**src/rtl/enemy_render_pkg.sv**
```systemverilog
// ---------------------------------------------------------------------------
// enemy_render_pkg
// Shared definitions for the enemy box renderer:
//   state_t        - renderer FSM encoding (IDLE, ERASE, DRAW, DONE)
//   DEF_BG_COLOUR  - default colour used to erase a box
//   HIDE_COLOUR    - request colour that removes an enemy from the screen
//   SCREEN_X_MAX / SCREEN_Y_MAX - last visible column / row of the VGA frame
//   pix_coord()    - 9-bit pixel address; bit 8 is the carry-out of base+offset
// ---------------------------------------------------------------------------
package enemy_render_pkg;

    typedef enum logic [1:0] {
        ST_IDLE  = 2'd0,
        ST_ERASE = 2'd1,
        ST_DRAW  = 2'd2,
        ST_DONE  = 2'd3
    } state_t;

    localparam logic [2:0] DEF_BG_COLOUR = 3'b000;
    localparam logic [2:0] HIDE_COLOUR   = 3'b000;
    localparam int         SCREEN_X_MAX  = 159;
    localparam int         SCREEN_Y_MAX  = 119;

    // Carry is kept so that a box wrapping past 255 is seen as off-screen.
    function automatic logic [8:0] pix_coord(input logic [7:0] base,
                                             input logic [2:0] off);
        return {1'b0, base} + {6'b0, off};
    endfunction

endpackage

```
**src/rtl/enemy_box_renderer_box_scanner.sv**
```systemverilog
// ---------------------------------------------------------------------------
// box_scanner
// Walks the offsets of a BOX_W x BOX_H box in row-major order (dx fastest),
// starting at (0,0). dx/dy present the offset to be emitted on this clock
// edge, so the caller can register a pixel in the same cycle it asserts start.
// Ports:
//   clock, reset_n  - clock, asynchronous active-low reset
//   start           - begin a new pass; offset (0,0) is presented immediately
//   dx, dy          - offset for the pixel being issued this cycle
//   last            - the offset issued on the previous edge was the final one
// ---------------------------------------------------------------------------
module box_scanner
    import enemy_render_pkg::*;
#(
    parameter int BOX_W = 4,
    parameter int BOX_H = 4
) (
    input  logic       clock,
    input  logic       reset_n,
    input  logic       start,
    output logic [2:0] dx,
    output logic [2:0] dy,
    output logic       last
);

    logic [2:0] r_dx;
    logic [2:0] r_dy;
    logic       r_run;
    logic       w_end_col;
    logic       w_end_box;

    assign w_end_col = (r_dx == 3'(BOX_W - 1));
    assign w_end_box = w_end_col && (r_dy == 3'(BOX_H - 1));
    assign last      = r_run && w_end_box;

    always_comb begin
        dx = r_dx;
        dy = r_dy;
        if (start) begin
            dx = 3'd0;
            dy = 3'd0;
        end else if (r_run) begin
            if (w_end_col) begin
                dx = 3'd0;
                dy = r_dy + 3'd1;
            end else begin
                dx = r_dx + 3'd1;
            end
        end
    end

    always_ff @(posedge clock or negedge reset_n) begin
        if (!reset_n) begin
            r_dx  <= 3'd0;
            r_dy  <= 3'd0;
            r_run <= 1'b0;
        end else begin
            r_dx  <= dx;
            r_dy  <= dy;
            r_run <= start || (r_run && !w_end_box);
        end
    end

endmodule

```
**src/rtl/enemy_box_renderer.sv**
```systemverilog
// ---------------------------------------------------------------------------
// enemy_box_renderer
// Accepts per-enemy sprite updates (slot, x, y, colour) over valid/ready and
// turns each into single-pixel writes for the VGA adapter: erase the box at
// the slot's previous position, then draw it at the new one. Colour 3'b000
// hides the enemy (erase only). Off-screen pixels still take a cycle but are
// not plotted.
// Ports:
//   clock, reset_n               - clock, asynchronous active-low reset
//   req_valid / req_ready        - update handshake
//   req_slot, req_x, req_y, req_colour - update payload
//   vga_x, vga_y, vga_colour, vga_plot - registered pixel write to adapter
//   busy                         - erase/draw/commit in progress
// Optional build macro:
//   ENEMY_RENDER_SKIP_SAME_EN - a request identical to the stored slot state
//                               commits with no erase/draw.
// ---------------------------------------------------------------------------
module enemy_box_renderer
    import enemy_render_pkg::*;
#(
    parameter int         NUM_SLOTS = 3,
    parameter int         BOX_W     = 4,
    parameter int         BOX_H     = 4,
    parameter logic [2:0] BG_COLOUR = DEF_BG_COLOUR,
    parameter int         X_MAX     = SCREEN_X_MAX,
    parameter int         Y_MAX     = SCREEN_Y_MAX
) (
    input  logic       clock,
    input  logic       reset_n,
    input  logic       req_valid,
    output logic       req_ready,
    input  logic [1:0] req_slot,
    input  logic [7:0] req_x,
    input  logic [7:0] req_y,
    input  logic [2:0] req_colour,
    output logic [7:0] vga_x,
    output logic [7:0] vga_y,
    output logic [2:0] vga_colour,
    output logic       vga_plot,
    output logic       busy
);

    localparam logic [8:0] LIM_X = 9'(X_MAX);
    localparam logic [8:0] LIM_Y = 9'(Y_MAX);

    state_t     r_state;
    state_t     w_nx_state;
    logic       r_req_ready;
    logic       r_busy;
    logic [7:0] r_vga_x;
    logic [7:0] r_vga_y;
    logic [2:0] r_vga_colour;
    logic       r_vga_plot;

    // Latched request
    logic [1:0] r_slot;
    logic [7:0] r_x;
    logic [7:0] r_y;
    logic [2:0] r_colour;

    // Per-slot memory; arrays cover every encodable slot, only the first
    // NUM_SLOTS are ever written.
    logic [3:0] r_slot_vld;
    logic [7:0] r_old_x [0:3];
    logic [7:0] r_old_y [0:3];

    logic       w_start;
    logic       w_last;
    logic [2:0] w_dx;
    logic [2:0] w_dy;
    logic       w_accept;
    logic       w_req_slot_ok;
    logic       w_slot_ok;
    logic [1:0] w_slot_sel;
    logic       w_erase;
    logic [7:0] w_bx;
    logic [7:0] w_by;
    logic [2:0] w_col;
    logic [8:0] w_px;
    logic [8:0] w_py;
    logic       w_plot;

    assign w_accept      = req_valid && r_req_ready;
    assign w_req_slot_ok = (32'(req_slot) < NUM_SLOTS);
    assign w_slot_ok     = (32'(r_slot) < NUM_SLOTS);

`ifdef ENEMY_RENDER_SKIP_SAME_EN
    // Stored colour is only needed to recognise a repeated request.
    logic [2:0] r_old_colour [0:3];
    logic       w_same;

    assign w_same = r_slot_vld[req_slot]
                 && (r_old_x[req_slot] == req_x)
                 && (r_old_y[req_slot] == req_y)
                 && (r_old_colour[req_slot] == req_colour);

    always_ff @(posedge clock) begin
        if (r_state == ST_DONE && w_slot_ok && r_colour != HIDE_COLOUR)
            r_old_colour[r_slot] <= r_colour;
    end
`endif

    box_scanner #(
        .BOX_W (BOX_W),
        .BOX_H (BOX_H)
    ) u_scanner (
        .clock   (clock),
        .reset_n (reset_n),
        .start   (w_start),
        .dx      (w_dx),
        .dy      (w_dy),
        .last    (w_last)
    );

    always_comb begin
        w_nx_state = r_state;
        w_start    = 1'b0;
        unique case (r_state)
            ST_IDLE: begin
                if (w_accept) begin
                    if (!w_req_slot_ok) begin
                        w_nx_state = ST_DONE;
`ifdef ENEMY_RENDER_SKIP_SAME_EN
                    end else if (w_same) begin
                        w_nx_state = ST_DONE;
`endif
                    end else if (r_slot_vld[req_slot]) begin
                        w_nx_state = ST_ERASE;
                        w_start    = 1'b1;
                    end else if (req_colour == HIDE_COLOUR) begin
                        // Hiding something never drawn: nothing to do.
                        w_nx_state = ST_DONE;
                    end else begin
                        w_nx_state = ST_DRAW;
                        w_start    = 1'b1;
                    end
                end
            end
            ST_ERASE: begin
                if (w_last) begin
                    if (r_colour == HIDE_COLOUR) begin
                        w_nx_state = ST_DONE;
                    end else begin
                        w_nx_state = ST_DRAW;
                        w_start    = 1'b1;
                    end
                end
            end
            ST_DRAW: begin
                if (w_last) w_nx_state = ST_DONE;
            end
            ST_DONE: w_nx_state = ST_IDLE;
            default: w_nx_state = ST_IDLE;
        endcase
    end

    // The pixel registered this edge belongs to the next state, so in IDLE
    // the request is taken straight from the inputs (not yet latched).
    always_comb begin
        w_slot_sel = (r_state == ST_IDLE) ? req_slot : r_slot;
        w_erase    = (w_nx_state == ST_ERASE);
        if (w_erase) begin
            w_bx  = r_old_x[w_slot_sel];
            w_by  = r_old_y[w_slot_sel];
            w_col = BG_COLOUR;
        end else if (r_state == ST_IDLE) begin
            w_bx  = req_x;
            w_by  = req_y;
            w_col = req_colour;
        end else begin
            w_bx  = r_x;
            w_by  = r_y;
            w_col = r_colour;
        end
        w_px   = pix_coord(w_bx, w_dx);
        w_py   = pix_coord(w_by, w_dy);
        w_plot = (w_erase || w_nx_state == ST_DRAW)
              && (w_px <= LIM_X) && (w_py <= LIM_Y);
    end

    always_ff @(posedge clock or negedge reset_n) begin
        if (!reset_n) begin
            r_state      <= ST_IDLE;
            r_req_ready  <= 1'b1;
            r_busy       <= 1'b0;
            r_vga_x      <= 8'd0;
            r_vga_y      <= 8'd0;
            r_vga_colour <= 3'd0;
            r_vga_plot   <= 1'b0;
            r_slot_vld   <= 4'd0;
        end else begin
            r_state      <= w_nx_state;
            r_req_ready  <= (w_nx_state == ST_IDLE);
            r_busy       <= (w_nx_state != ST_IDLE);
            r_vga_x      <= w_px[7:0];
            r_vga_y      <= w_py[7:0];
            r_vga_colour <= w_col;
            r_vga_plot   <= w_plot;
            if (r_state == ST_DONE && w_slot_ok)
                r_slot_vld[r_slot] <= (r_colour != HIDE_COLOUR);
        end
    end

    always_ff @(posedge clock) begin
        if (w_accept) begin
            r_slot   <= req_slot;
            r_x      <= req_x;
            r_y      <= req_y;
            r_colour <= req_colour;
        end
        if (r_state == ST_DONE && w_slot_ok && r_colour != HIDE_COLOUR) begin
            r_old_x[r_slot] <= r_x;
            r_old_y[r_slot] <= r_y;
        end
    end

    assign req_ready  = r_req_ready;
    assign busy       = r_busy;
    assign vga_x      = r_vga_x;
    assign vga_y      = r_vga_y;
    assign vga_colour = r_vga_colour;
    assign vga_plot   = r_vga_plot;

endmodule
```
**config.mk**
```make
export PLATFORM = sky130hd
export DESIGN_NAME = enemy_box_renderer
export DESIGN_NICKNAME = d
export VERILOG_FILES = /design/src/rtl/enemy_render_pkg.sv /design/src/rtl/enemy_box_renderer_box_scanner.sv /design/src/rtl/enemy_box_renderer.sv
export SDC_FILE = /design/constraint.sdc
export NUM_CORES = 1
export LEC_CHECK = 0
export ABC_AREA = 1
export BUFFER_PORTS_ARGS = -buffer_cell sky130_fd_sc_hd__buf_2
export CELL_PAD_IN_SITES_DETAIL_PLACEMENT = 2
export CELL_PAD_IN_SITES_GLOBAL_PLACEMENT = 2
export CORE_MARGIN = 4
export CORE_UTILIZATION = 32
export CTS_BUF_LIST = sky130_fd_sc_hd__clkbuf_8
export DETAILED_ROUTE_END_ITERATION = 12
export GPL_ROUTABILITY_DRIVEN = 0
export PLACE_DENSITY_LB_ADDON = 0.05
export SYNTH_ARGS = -nofsm -noshare
export SYNTH_HDL_FRONTEND = slang
export SYNTH_SLANG_ARGS = --single-unit
```
**constraint.sdc**
```tcl
create_clock -name clock -period 9.59 [get_ports clock]
set_input_delay 1.4385 -clock clock [delete_from_list [all_inputs] [get_ports clock]]
set_output_delay 1.4385 -clock clock [all_outputs]
set_load 0.02 [all_outputs]
```
==> run_results.csv, run 1 <==
group,metric,value,unit
run_status,outcome,"finished, final reports clean",
placed_design,placed_cells,819,
grt,antenna_found_initial,0,
cts,clkTransAtPathRegs,0.07,ns
setup_path,critPathCaptureType,"flip-flop",
synth,synth_seq_area_share,61.6,%
timing,rsz0062_at_grt,"false",
grt,grt_pass1_wl,26.0,mm
synth,synth_top_area_share,45.8,%
run,cap_violations,0,
timing,timing.fmax,211,MHz
cts,post-cts-setup-buffers,0,
drt,drtPass1Iterations,4,
grt,grt_max_degree,36,
timing,drv_slew,0,
timing,layout_min_cycle_time,4.75,ns
setup_path,cp_data_arrival_time,5.08,ns
placed_design,dp_hpwl,11.4,mm
synth,synth.most_common_cell,"nand2_1",
timing,fin_skew,0.00876,ns
cells_and_area,syn_to_final_growth,16.2,%
grt,overflow,0,
drt,drt_wl_total,16.3,mm
cts,cts_root_buf,"clkbuf_8",
cells_and_area,drive_above_1_share,17.6,%
synth,synthesis.area,5570,µm²
drt,drc,0,
cts,numCtsBuffers,17,
timing,setup_viol,0,
drt,via_count,4061,
placed_design,port_buffers,45,
synth,synth_warnings,0,
cts,cts_hold_buf,0,
drt,ant_nets,0,
synth,synth_cell_types,37,
setup_path,worstSetupPathType,"in2reg",
cts,cts_sinks,120,
timing,fin_tns_setup,0,ns
cts,clk_path_buf_depth,2,
placed_design,placed_area,6080,µm²
cells_and_area,final_area,6470,µm²
power,vdd_ir_drop_max,203,µV
cells_and_area,diodes,0,
timing,tightest_slew,1.09,ns
cts,ctsResizeCount,0,
cts,h-tree-depth,4,
die,rows,47,
setup_path,cp-start-kind,"input pin",
die,io_pins,46,
synth,synth-edff-count,85,
grt,grt_pass1_vias,4614,
worst_hold_path,holdCritPathClass,"reg2reg",
drt,wl_per_cell,19.2,µm
synth,syn_inst,548,
power,power.density,348,nW/µm²
synth,synth.top_cells.by_count,"nand2_1, edfxtp_1, inv_1, nor2_1, nand3_1",
synth,synthArstFlopShare,29.2,%
cts,cts_tree,"done",
cells_and_area,fin_nets,655,
die,dieArea,19600,µm²
setup_path,required,9.92,ns
synth,ys.flop_type,"edfxtp_1",
drt,first_iter_violations,218,
drt,vias_per_cell,4.78,
power,leakage,0.00287,µW
grt,grt_usage,17.5,%
synth,syn_avg_cell_area,10.2,µm²
die,initial_core_util,33.1,%
die,core,16800,µm²
timing,relSlewSlack,27.3,%
setup_path,critPathMaxFanout,16,
synth,yosys-top-cells-area,"edfxtp_1, dfrtp_1, nand2_1, inv_1, nand3_1",
synth,ys_ff_latch,120,
die,die_y,140,µm
timing,finalHoldViolCount,0,
cts,clock_latency,0.44,ns
power,p_total,2250,µW
die,die_w,140,µm
timing,fin_crit_sh,49.5,%
synth,synth_area_leader_cell,"edfxtp_1",
cells_and_area,instances_no_fill,849,
## through the flow
| stage | util, % | worst slack [ns] | hold WS [ns] |
|---|---|---|---|
| after global placement | 36.1 | 4.55 | 0.380 |
| after detailed placement | 36.1 | 4.34 | 0.368 |
| after CTS | 38.5 | 4.81 | 0.384 |
| final | 38.5 | 4.84 | 0.381 |
| after floorplan | - | 4.97 | 0.429 |
| after global routing | 38.5 | 4.26 | 0.409 |
## cell families after synthesis
kind of cell / share of synthesized area (%)
AO/OA/AOI/OAI: 5.66
XOR/XNOR: 0.786
adder cells (fa/ha/maj): 3.19
buffers and inverters: 7.44
flip-flops: 61.6
other: 0.0673
AND/OR/NAND/NOR: 21.3
## power by group
group          switching, µW  total, µW  internal [µW]
registers               52.0        735            683
clock network            201        475            274
logic                    729       1040            312
## metal layers
layer,wire (µm),track usage [%],vias up
li1,-,-,1912
met1,7500,22.8,2087
met2,8230,29.8,46
met3,417,3.07,16
met4,180,5.20,0
met5,0,0,-
## path summary, 6_finish.rpt
| path | start | end | slack, ns | cells after the start |
|---|---|---|---|---|
| worst max-delay path | req_slot[0] | vga_plot | 4.84 | 27 |
| worst min-delay path | r_slot_vld[3] | r_slot_vld[3] | 0.38 | 0 |
| worst max register to register | u_scanner.r_dx[0] | vga_plot | 4.89 | 27 |
| worst min register to register | r_slot_vld[3] | r_slot_vld[3] | 0.38 | 0 |
| max in group asynchronous | reset_n | vga_x[3] | 7.91 | 1 |
| min in group asynchronous | reset_n | vga_y[0] | 1.12 | 1 |
## final cells by class
class                           count  area [µm²]
Clock inverter                     13         163
Inverter                           83         312
Clock buffer                       17         234
Multi-Input combinational cell    344        1780
Tap cell                          220         275
Timing Repair Buffer               52         278
Sequential cell                   120        3430
Fill cell                        1864       10300
## critical path: stages
cell and delay, ns:
buf_2 0.16, inv_2 0.07, nand2_1 0.06, nand3_1 0.08, nand2_1 0.10, nand3b_1 0.09, nand2_1 0.06, nand2_1 0.08
ha_1 0.21, buf_4 0.21, inv_1 0.28, buf_4 0.28, o21ai_0 0.11, o22ai_1 0.21, ha_1 0.18, inv_1 0.07
fa_1 0.40, inv_1 0.07, a21oi_1 0.06, inv_1 0.11, nand3_2 0.12, nor2_1 0.15, nand2_1 0.07, nand2_1 0.06
nand2_1 0.08, a21oi_1 0.16, nor2_1 0.07
## registers in the layout (all words and copies together) (netlist names), 3 cells and up
name	count
vga_y	8
r_y	8
r_x	8
r_colour	3
r_slot_vld	4
u_scanner.r_dy	3
r_old_y	32
vga_x	8
u_scanner.r_dx	3
r_old_x	32
vga_colour	3
## layout by cell type, fill, tap and decap left out, types with 7 or more instances in the layout
cell / Yosys / routed
ha_1: 11 / 11
edfxtp_1: 85 / 85
nand2_1: 120 / 120
nand2_2: 7 / 7
nand3_2: 9 / 9
nor2_1: 55 / 55
buf_4: 3 / 7
conb_1: 1 / 16
inv_1: 79 / 80
nand3_1: 51 / 51
o21ai_0: 26 / 26
buf_2: 4 / 45
clkbuf_8: 0 / 17
dfrtp_1: 34 / 34
(Power assumes the default switching activity.)
==> inputs of run 2 (changes only) <==
==> constraint.sdc (replaced) <==
create_clock -name clock -period 4.8 [get_ports clock]
set_input_delay 0.72 -clock clock [delete_from_list [all_inputs] [get_ports clock]]
set_output_delay 0.72 -clock clock [all_outputs]
set_load 0.02 [all_outputs]
==> run 2 against run 1 <==
Against the previous run: die area is the same; cell count grew 0.59%; cell area grew 0.66%; highest routed layer unchanged.
==> run_results.csv, run 2 (synthesized netlist as in run 1, its figures left out) <==
group,metric,value,unit
run_status,outcome,"finished, final reports clean",
cts,cts_sinks,120,
placed_design,dp_hpwl,11.8,mm
cts,cts_root_buf,"clkbuf_8",
timing,drv_slew,0,
die,dieArea,19600,µm²
placed_design,placed_cells,822,
cts,clkTransAtPathRegs,0.08,ns
setup_path,cp-start-kind,"flip-flop",
cells_and_area,instances_no_fill,854,
cts,post-cts-setup-buffers,0,
grt,grt_pass1_vias,4691,
grt,grt_usage,18.1,%
timing,rsz0062_at_grt,"false",
run,cap_violations,0,
grt,overflow,0,
timing,fin_skew,0.0102,ns
timing,worst_slack,0.398,ns
cts,h-tree-depth,4,
drt,ant_nets,0,
timing,layout_min_cycle_time,4.40,ns
cells_and_area,register_area,3430,µm²
drt,via_count,4108,
timing,relSlewSlack,43.8,%
cells_and_area,final_cell_mix,"nand2_1, edfxtp_1, inv_1",
drt,vias_per_cell,4.81,
setup_path,required,5.13,ns
die,die_w,140,µm
cts,cts_tree,"done",
power,vdd_ir_drop_max,244,µV
timing,timing.fmax,227,MHz
drt,first_iter_violations,209,
setup_path,worstSetupPathType,"reg2reg",
setup_path,critPathMaxFanout,13,
cells_and_area,nFillCells,1884,
die,rows,47,
setup_path,cp_data_arrival_time,4.73,ns
drt,drc,0,
die,initial_core_util,33.1,%
timing,fin_tns_setup,0,ns
placed_design,port_buffers,45,
drt,drtPass1Iterations,4,
setup_path,critPathCaptureType,"flip-flop",
timing,finalHoldViolCount,0,
cells_and_area,fin_nets,658,
die,core,16800,µm²
cts,numCtsBuffers,17,
cts,clk_path_buf_depth,2,
timing,tightest_slew,0.843,ns
timing,fin_crit_sh,91.7,%
worst_hold_path,holdCritPathClass,"in2async",
drt,wl_per_cell,19.7,µm
power,power.density,696,nW/µm²
drt,drt_wl_total,16.8,mm
power,leakage,0.00286,µW
die,io_pins,46,
cells_and_area,drive_above_1_share,18.9,%
cts,clock_latency,0.44,ns
timing,setup_viol,0,
placed_design,place_ws,0.408,ns
cells_and_area,syn_to_final_growth,17.0,%
die,die_y,140,µm
cells_and_area,diodes,0,
grt,antenna_found_initial,0,
cts,ctsResizeCount,0,
cells_and_area,top_regs,"r_old_x: 32 flops, r_old_y: 32 flops",
cells_and_area,layout_commonest_cell,"nand2_1",
grt,grt_max_degree,36,
cells_and_area,multi_input_area,1780,µm²
cts,cts_hold_buf,0,
grt,grt_pass1_wl,26.8,mm
## run 2: changes by cell type in the layout (fill, tap and decap cells not counted)
cell / delta
clkinvlp_4: +6
buf_4: +3
clkinv_2: -3
clkinv_4: +3
clkinv_1: -2
inv_1: -2
bufinv_16: -1
inv_6: +1
## run 2: layer usage
metal | global-route usage (%) | share of wire (%) | vias to the layer above
li1 | - | - | 1928
met2 | 31.7 | 51 | 59
met5 | 0 | 0 | -
met4 | 5.05 | 1.3 | 0
met3 | 3.37 | 2.4 | 19
met1 | 23.1 | 45 | 2102
## run 2: area by class of cell
type / instances / share of cell area [%]
clock buffers: 17 / 3.59
clock inverters: 15 / 2.75
inverters: 83 / 4.84
multi-input cells: 344 / 27.3
flip-flops and latches: 120 / 52.6
well taps: 220 / 4.23
repair buffers: 55 / 4.61
## run 2: path summary, 6_finish.rpt
check                                        from       endpoint  slack, ns  cells past startpoint
worst min register to register      r_slot_vld[3]  r_slot_vld[3]       0.38                      0
max in group asynchronous                 reset_n       vga_x[3]       3.88                      1
min in group clock                  r_slot_vld[3]  r_slot_vld[3]       0.38                      0
worst max-delay path            u_scanner.r_dx[0]       vga_plot       0.40                     24
worst max register to register  u_scanner.r_dx[0]       vga_plot       0.40                     24
worst min-delay path                      reset_n  r_slot_vld[0]       0.38                      1
## run 2: critical path, cell delays in order (launching register included)
cell	delay, ns
dfrtp_1	0.38
ha_1	0.18
nand2_1	0.09
nor2_1	0.24
inv_1	0.15
nor2_1	0.21
a21oi_1	0.11
nand2_1	0.15
ha_1	0.27
clkinvlp_4	0.27
buf_4	0.29
o22ai_1	0.26
ha_1	0.23
inv_1	0.05
fa_1	0.39
o21ai_0	0.33
nand3_2	0.16
nor2_4	0.12
nand2_1	0.06
nand2_1	0.06
nand2_1	0.07
inv_2	0.06
nand2_1	0.05
nand3_1	0.07
nor2_1	0.04
## run 2: stage by stage
step	hold slack [ns]	util (%)	instance area (µm²)	total power [µW]
after floorplan	0.424	-	5630	2890
after global placement	0.369	36.3	6100	3540
after detailed placement	0.368	36.3	6100	3650
after CTS	0.386	38.7	6510	4630
after global routing	0.391	38.7	6520	4920
final	0.380	38.7	6520	4540
## run 2: where the power goes
part	internal [µW]	switching, µW	leakage, µW
Clock	513	440	0.000188
Sequential	1360	114	0.00121
Combinational	637	1470	0.00147
Total	2510	2020	0.00286
